File: config.mk
export PLATFORM = sky130hd
export DESIGN_NAME = proc_trace_rx
export DESIGN_NICKNAME = d
export VERILOG_FILES = /design/src/rtl/proc_trace_pkg.sv /design/src/rtl/proc_trace_fifo.sv /design/src/rtl/proc_trace_rx.sv
export SDC_FILE = /design/constraint.sdc
export NUM_CORES = 1
export LEC_CHECK = 0
export CAP_MARGIN = 40
export CORE_MARGIN = 2
export CORE_UTILIZATION = 50
export DETAILED_ROUTE_END_ITERATION = 10
export PLACE_DENSITY = 0.72
export SYNTH_ARGS = -nofsm -noshare
export SYNTH_HDL_FRONTEND = slang
export SYNTH_SLANG_ARGS = --single-unit
File: constraint.sdc
create_clock -name clk -period 2.45 [get_ports clk]
set_input_delay 0.49 -clock clk [delete_from_list [all_inputs] [get_ports clk]]
set_output_delay 0.49 -clock clk [all_outputs]
set_load 0.02 [all_outputs]
File: src/rtl/proc_trace_pkg.sv
// Shared types for the processor trace receiver: FSM states, the buffered trace record
// and the drop-counter ceiling.
package proc_trace_pkg;

    localparam int unsigned TRACE_SEQ_W = 4;
    localparam logic [7:0]  DROP_MAX    = 8'd255;

    typedef enum logic [1:0] {
        IDLE    = 2'd0,
        CAPTURE = 2'd1,
        HALTED  = 2'd2
    } trace_state_t;

    typedef struct packed {
        logic [3:0]             pc;
        logic [3:0]             result;
        logic [TRACE_SEQ_W-1:0] seq;
    } trace_rec_t;

endpackage

File: src/rtl/proc_trace_fifo.sv
// Synchronous FIFO of trace records; pointers carry an extra wrap bit so full and empty
// can be told apart, and a push is accepted alongside a pop when full.
module proc_trace_fifo
    import proc_trace_pkg::*;
#(
    parameter int unsigned DEPTH = 4
) (
    input  logic       clk,
    input  logic       reset,
    input  logic       push,
    input  trace_rec_t push_rec,
    input  logic       pop,
    output trace_rec_t head,
    output logic       empty,
    output logic       full
);

    localparam int unsigned AW = $clog2(DEPTH);

    trace_rec_t      mem [DEPTH];
    logic [AW:0]     wr_ptr;
    logic [AW:0]     rd_ptr;

    assign empty = (wr_ptr == rd_ptr);
    assign full  = (wr_ptr[AW] != rd_ptr[AW]) && (wr_ptr[AW-1:0] == rd_ptr[AW-1:0]);
    // Storage is not reset, so the head reads as zero whenever nothing is queued.
    assign head  = empty ? '0 : mem[rd_ptr[AW-1:0]];

    always_ff @(posedge clk or negedge reset) begin
        if (!reset) begin
            wr_ptr <= '0;
            rd_ptr <= '0;
        end else begin
            if (push) wr_ptr <= wr_ptr + (AW + 1)'(1);
            if (pop)  rd_ptr <= rd_ptr + (AW + 1)'(1);
        end
    end

    always_ff @(posedge clk) begin
        if (push) mem[wr_ptr[AW-1:0]] <= push_rec;
    end

endmodule

File: src/rtl/proc_trace_rx.sv
// Trace receiver: samples pc/result while enabled, keeps only samples where pc moved,
// tags them with a sequence number and queues them for a valid/ready consumer.
module proc_trace_rx
    import proc_trace_pkg::*;
#(
    parameter int unsigned DEPTH       = 4,
    parameter int unsigned SEQ_W       = TRACE_SEQ_W,
    parameter int unsigned HALT_CYCLES = 3
) (
    input  logic             clk,
    input  logic             reset,
    input  logic             en,
    input  logic [3:0]       pc,
    input  logic [3:0]       result,
    output logic             out_val,
    input  logic             out_rdy,
    output logic [3:0]       out_pc,
    output logic [3:0]       out_result,
    output logic [SEQ_W-1:0] out_seq,
    output logic             halted,
    output logic             overflow,
    output logic [7:0]       drop_count
);

    localparam int unsigned RCW = $clog2(HALT_CYCLES + 1);

    trace_state_t     state, state_d;
    logic [3:0]       last_pc, last_pc_d;
    logic             have_last, have_last_d;
    logic [RCW-1:0]   rep_cnt, rep_cnt_d;
    logic [SEQ_W-1:0] seq;
    logic             attempt, push, pop, drop;
    logic             empty, full;
    trace_rec_t       head, push_rec;

    always_comb begin
        state_d     = state;
        last_pc_d   = last_pc;
        have_last_d = have_last;
        rep_cnt_d   = rep_cnt;
        attempt     = 1'b0;
        unique case (state)
            IDLE: begin
                if (en) begin
                    state_d     = CAPTURE;
                    rep_cnt_d   = '0;
                    have_last_d = 1'b0;
                end
            end
            CAPTURE: begin
                if (!en) begin
                    state_d = IDLE;
                end else if (!have_last || pc != last_pc) begin
                    attempt     = 1'b1;
                    rep_cnt_d   = '0;
                    have_last_d = 1'b1;
                    last_pc_d   = pc;
                end else begin
                    rep_cnt_d = rep_cnt + RCW'(1);
                    if (rep_cnt_d == RCW'(HALT_CYCLES)) state_d = HALTED;
                end
            end
            HALTED: begin
                if (!en) state_d = IDLE;
            end
            default: state_d = IDLE;
        endcase
    end

    // A full FIFO still takes the push when the head leaves on the same edge.
    assign pop      = out_val && out_rdy;
    assign push     = attempt && (!full || pop);
    assign drop     = attempt && full && !pop;
    assign push_rec = '{pc: pc, result: result, seq: seq};

    always_ff @(posedge clk or negedge reset) begin
        if (!reset) begin
            state      <= IDLE;
            last_pc    <= '0;
            have_last  <= 1'b0;
            rep_cnt    <= '0;
            seq        <= '0;
            overflow   <= 1'b0;
            drop_count <= '0;
        end else begin
            state     <= state_d;
            last_pc   <= last_pc_d;
            have_last <= have_last_d;
            rep_cnt   <= rep_cnt_d;
            if (attempt) seq <= seq + SEQ_W'(1);
            if (drop) begin
                overflow <= 1'b1;
                if (drop_count != DROP_MAX) drop_count <= drop_count + 8'd1;
            end
        end
    end

    proc_trace_fifo #(
        .DEPTH (DEPTH)
    ) u_fifo (
        .clk      (clk),
        .reset    (reset),
        .push     (push),
        .push_rec (push_rec),
        .pop      (pop),
        .head     (head),
        .empty    (empty),
        .full     (full)
    );

    assign out_val    = !empty;
    assign out_pc     = head.pc;
    assign out_result = head.result;
    assign out_seq    = head.seq;
    assign halted     = (state == HALTED);

endmodule

Word level (Yosys, flattened, before mapping):

Memories as Yosys holds them, arrays and structs flattened.
Index checks and enable logic that the tools add are counted.

* bits in registers: 28
* bits in latches: 0
* bits in writable memories: 48
* memory bits (read-only): 0
* input port bits: 12
* output and inout bits: 23
* word-level logic and storage cells: 67
* memories kept: 1

Memory list
* u_fifo.mem: words 4, width 12, read ports 1, clocked after memory_dff 0, write ports 1, RTL line proc_trace_fifo.sv:20 `trace_rec_t mem [DEPTH];`

* add/subtract/negate cells: 5
* multiply operators: 0
* divide/modulo/power cells: 0
* magnitude comparators: 0
* equality and inequality tests: 14
* shift-type cells: 0
* muxes and demuxes: 20
* bitwise logic cells: 0
* reductions and logical operators: 18

Operators by type and width (count)
* 2-bit two-way mux: 8
* 12-bit two-way mux: 1
* 8-bit by 1-bit adder with 8-bit output (second input constant): 1
* 1-bit two-way mux: 8
* 2-bit inequality test (second input constant): 4
* 8-bit inequality test (second input constant): 1
* 4-bit AND reduction: 2
* 3-bit by 1-bit adder with 3-bit output (second input constant): 2
* 3-bit inequality test (second input constant): 2
* 2-bit one-hot mux with 3 select lines: 1
* 3-bit AND reduction: 2
* 1-bit logical AND: 5
* 4-bit by 1-bit adder with 4-bit output (second input constant): 1
* 2-bit equality test (second input constant): 2
* 1-bit logical NOT: 4
* 4-bit inequality test: 1
* 2-bit one-hot mux with 2 select lines: 1
* 3-bit equality test: 1
* 2-bit by 1-bit adder with 2-bit output (second input constant): 1
* 2-bit by 1-bit equality test with 1-bit output (second input constant): 1
* 2-bit equality test: 1
* 2-bit logical NOT: 1
* 1-bit logical OR: 2
* 1-bit one-hot mux with 2 select lines: 1
* 3 further kinds: 3

Longest topological paths before layout:

* depth after elaboration: 8
* gate-level depth with buffers: 6

By module:

Synthesis repeated with hierarchy kept, for this count alone.

* cell total of the unflattened synthesis: 199
* area total of the unflattened synthesis: 3303.2 um^2

By module, submodules not included
* proc_trace_fifo: times used 1, cells each 109, area each 2230.9 um^2, seq. area each 1591.5 um^2
* proc_trace_rx: times used 1, cells each 90, area each 1072.3 um^2, seq. area each 550.5 um^2

Worst setup path after synthesis:

No wires, ideal clock.

* kind: register -> output
* from: register u_fifo.rd_ptr[0]
* to: output out_pc[0]
* arrival: 1468 ps
* data required time: 1960 ps
* slack: 492 ps
* stages on the path, launching flop included: 5
* path buffers: 2
* cells stage by stage: dfrtp_1 buf_6 buf_2 mux4_2 nor2b_1

* longest elaborated chain between the ends: 2
* elaborated cells on any way between the ends: 3
* classes of those cells: eq/ne (1); mux (1); memory (1)

RTL lines
* from (decl): RTL line proc_trace_fifo.sv:22 `logic [AW:0] rd_ptr;`
* from (signal assigned): RTL line proc_trace_fifo.sv:35 `if (pop) rd_ptr <= rd_ptr + (AW + 1)'(1);`
* memory read 4 x 12 bit / 3-bit equality test (equally long branches)
* 12-bit two-way mux (*): RTL line proc_trace_fifo.sv:27 `assign head = empty ? '0 : mem[rd_ptr[AW-1:0]];`
* to (decl): RTL line proc_trace_rx.sv:17 `output logic [3:0] out_pc,`

Every way passes the cells marked *; elsewhere a longest branch is shown, timed or not.

Worst setup path in the final report:

* from: register u_fifo.rd_ptr[0]
* to: output out_seq[1]

* longest elaborated chain between the ends: 2
* elaborated cells on any way between the ends: 3
* classes of those cells: eq/ne (1); mux (1); memory (1)

RTL lines
* memory read 4 x 12 bit / 3-bit equality test (equally long branches)
* 12-bit two-way mux (*): RTL line proc_trace_fifo.sv:27
* to (decl): RTL line proc_trace_rx.sv:19 `output logic [SEQ_W-1:0] out_seq,`

Marked as above.

==> insert_results.sql <==
INSERT INTO impl_metrics (metric_group, metric, value, unit) VALUES
('worst_setup_path', 'cpLargestDelayFamily', 'multiplexers', ''),
('cts', 'clock_insertion_delay_worst_skew', '0.35', 'ns'),
('layout', 'diodes', '0', ''),
('worst_setup_path', 'crit_path_end_kind', 'output port', ''),
('timing', 'maximum_achievable_frequency', '0.423', 'GHz'),
('die', 'design.core.area', '6310', 'sq um'),
('worst_setup_path', 'critical_path_cell_by_cell', 'buf_6 -> mux4_1 -> nor2b_1 -> clkdlybuf4s15_1', ''),
('timing', 'endpoints_failing_hold', '0', ''),
('timing', 'final.period_utilization', '0.966', ''),
('die', 'die_h', '84.7', 'um'),
('cts', 'numCtsBuffers', '9', ''),
('worst_setup_path', 'worstPathRequired', '1.96', 'ns'),
('global_routing', 'initial_antenna_violation_count', '0', ''),
('cts', 'cts_hold_buf', '0', ''),
('worst_setup_path', 'worst-endpoint-arrival', '1.88', 'ns'),
('drt', 'routed_wire_length_per_instance', '16.2', 'um'),
('drt', 'route.detailed.vias_per_inst', '5.20', ''),
('synth', 'mappedNetlistArea', '3260', 'sq um'),
('die', 'fp-row-count', '29', ''),
('place', 'hpwl', '3.88', 'mm'),
('cts', 'clock_path_buffers', '2', ''),
('synth', 'synth_warnings', '0', ''),
('power_and_ir_drop', 'vdd_drop_max', '0.000554', 'V'),
('power_and_ir_drop', 'sequentialPowerShare', '0.399', ''),
('worst_setup_path', 'path_buf_inv', '2', ''),
('power_and_ir_drop', 'p_sw_frac', '0.338', ''),
('worst_setup_path', 'cp_slowest_stage_delay', '0.53', 'ns'),
('worst_setup_path', 'path_max_fanout', '6', ''),
('global_routing', 'overall_routing_resource_usage', '0.170', ''),
('layout', 'mostFrequentLayoutCell', 'sky130_fd_sc_hd__edfxtp_1', ''),
('run_status', 'result_of_the_run', 'completed', ''),
('global_routing', 'grt_pass1_wl', '9.14', 'mm'),
('worst_setup_path', 'timing.critical_path.slowest_stage_cell', 'sky130_fd_sc_hd__mux4_1', ''),
('drt', 'num_vias', '1759', ''),
('timing', 'min_tclk_post_route', '2.37', 'ns'),
('die', 'dieArea', '7180', 'sq um'),
('cts', 'clock_sinks', '76', ''),
('synth', 'yosys.cell_types.count', '39', ''),
('power_and_ir_drop', 'power.switching', '1.53', 'mW'),
('die', 'num_io_pins', '35', ''),
('place', 'gp_routability_congestion', '0.727', ''),
('synth', 'dominantRegCellSynth', 'sky130_fd_sc_hd__edfxtp_1', ''),
('power_and_ir_drop', 'power_density', '1120', 'nW/um^2'),
('drt', 'routed_wirelength', '5.49', 'mm'),
('cts', 'htree_num_levels', '3', ''),
('die', 'fp.dieW', '84.7', 'um'),
('synth', 'synth-seq-area-share', '0.657', ''),
('cts', 'clock_tree.root_cell', 'sky130_fd_sc_hd__clkbuf_8', ''),
('timing', 'skew', '0.00464', 'ns'),
('worst_setup_path', 'critPathLaunchType', 'register', ''),
('timing', 'postLayoutSetupSlackWorst', '0.0839', 'ns'),
('synth', 'synthesis.instances', '195', ''),
('layout', 'fin_nets', '276', ''),
('synth', 'synth-async-reset-ratio', '0.368', ''),
('global_routing', 'maximum_number_of_pins_on_one_net_before_global_route_repair', '29', ''),
('power_and_ir_drop', 'power_leakage', '1.58', 'nW'),
('worst_hold_path', 'hp-class', 'register to register', ''),
('die', 'floorplan.initialDensity', '0.516', ''),
('drt', 'drc', '0', ''),
('cts', 'cts_tree', 'built', ''),
('place', 'place_ws', '0.117', 'ns'),
('drt', 'initialDrtViolationCount', '72', ''),
('worst_setup_path', 'timing_worst_setup_path_type', 'register to output port', ''),
('flow_run', 'max-cap-violations', '0', ''),
('cts', 'cts.clk_slew.worst_paths', '0.08', 'ns'),
('synth', 'synth_edf_count', '48', ''),
('drt', 'dr.pass1.iters', '4', ''),
('synth', 'ys_ff_latch', '76', ''),
('drt', 'antenna_left', '0', ''),
('place', 'port-buffer-count', '34', ''),
('timing', 'timing.setup.tns', '0', 'ns');
## state kept, by name (all words and copies together), names as in the netlist, 2 cells and up
register       cells
rep_cnt            2
seq                4
state              2
last_pc            4
u_fifo.mem        48
drop_count         8
u_fifo.wr_ptr      3
u_fifo.rd_ptr      3
## Yosys cell counts (4+ instances only)
| cell | count | area share |
|---|---|---|
| sky130_fd_sc_hd__and2_1 | 6 | 0.012 |
| sky130_fd_sc_hd__and3_1 | 5 | 0.0096 |
| sky130_fd_sc_hd__dfrtp_1 | 28 | 0.22 |
| sky130_fd_sc_hd__edfxtp_1 | 48 | 0.44 |
| sky130_fd_sc_hd__ha_1 | 8 | 0.031 |
| sky130_fd_sc_hd__mux2_2 | 4 | 0.014 |
| sky130_fd_sc_hd__mux4_2 | 11 | 0.076 |
| sky130_fd_sc_hd__nand2_1 | 12 | 0.014 |
| sky130_fd_sc_hd__nor2b_1 | 15 | 0.029 |
| sky130_fd_sc_hd__xnor2_1 | 10 | 0.027 |
| sky130_fd_sc_hd__xor2_1 | 7 | 0.019 |
## metal layers
layer	share of wire	routed length, um	GRT usage	vias to the layer above
met5	0	0	0	-
met4	0.020	111	0.0866	0
met3	0.040	218	0.0383	10
met2	0.48	2630	0.268	43
met1	0.46	2530	0.224	869
li1	-	-	-	837
## cells by family (layout without fill, tap and decap cells)
family          Yosys count  after routing  synth area share
simple gates             53             53             0.106
xor+xnor                 20             20            0.0607
mux                      19             19             0.108
compound gates           10             10            0.0234
flops                    76             76             0.657
fa+ha+maj                 8              8            0.0307
buf+inv                   9             75            0.0134
## timing repair
action,in CTS,in global routing
setup buffers,0,1
gates cloned,0,0
resized for setup,14,1
endpoints found under the setup margin,13,3
## power groups by stage
stage / clock network (mW) / logic (mW) / registers, mW
after global placement: 0 / 1.87 / 1.83
final: 0.978 / 1.75 / 1.81
after detailed placement: 0 / 1.91 / 1.83
after global routing: 1.05 / 1.91 / 1.84
after floorplan: 0 / 1.10 / 1.82
after CTS: 1.01 / 1.77 / 1.81
## stage by stage
step	hold slack [ns]	util	cells	total power, mW	cell area, sq um
after floorplan	0.194	-	195	2.92	3260
after global placement	0.457	0.610	321	3.70	3850
after detailed placement	0.446	0.610	321	3.74	3850
after CTS	0.468	0.641	337	4.59	4050
after global routing	0.496	0.643	338	4.80	4060
final	0.466	0.643	338	4.54	4060
## final timing paths
kind | from | slack (ns) | cells past startpoint | endpoint
max | u_fifo.rd_ptr[0] | 0.08 | 4 | out_seq[1]
min | overflow | 0.47 | 1 | overflow
max reg2reg | u_fifo.rd_ptr[0] | 0.54 | 8 | drop_count[7]
min reg2reg | overflow | 0.47 | 1 | overflow
max in group asynchronous | reset | 1.66 | 2 | state[0]
min in group asynchronous | reset | 0.52 | 2 | drop_count[3]
## cell type report
type | instances | area (sq um)
Sequential cell | 76 | 2140
Timing Repair Buffer | 55 | 524
Fill cell | 476 | 2250
Tap cell | 77 | 96.3
Clock inverter | 6 | 71.3
Multi-Input combinational cell | 110 | 1070
Inverter | 4 | 15.0
Clock buffer | 10 | 138
Note: power is estimated with default switching activity, not from simulation.
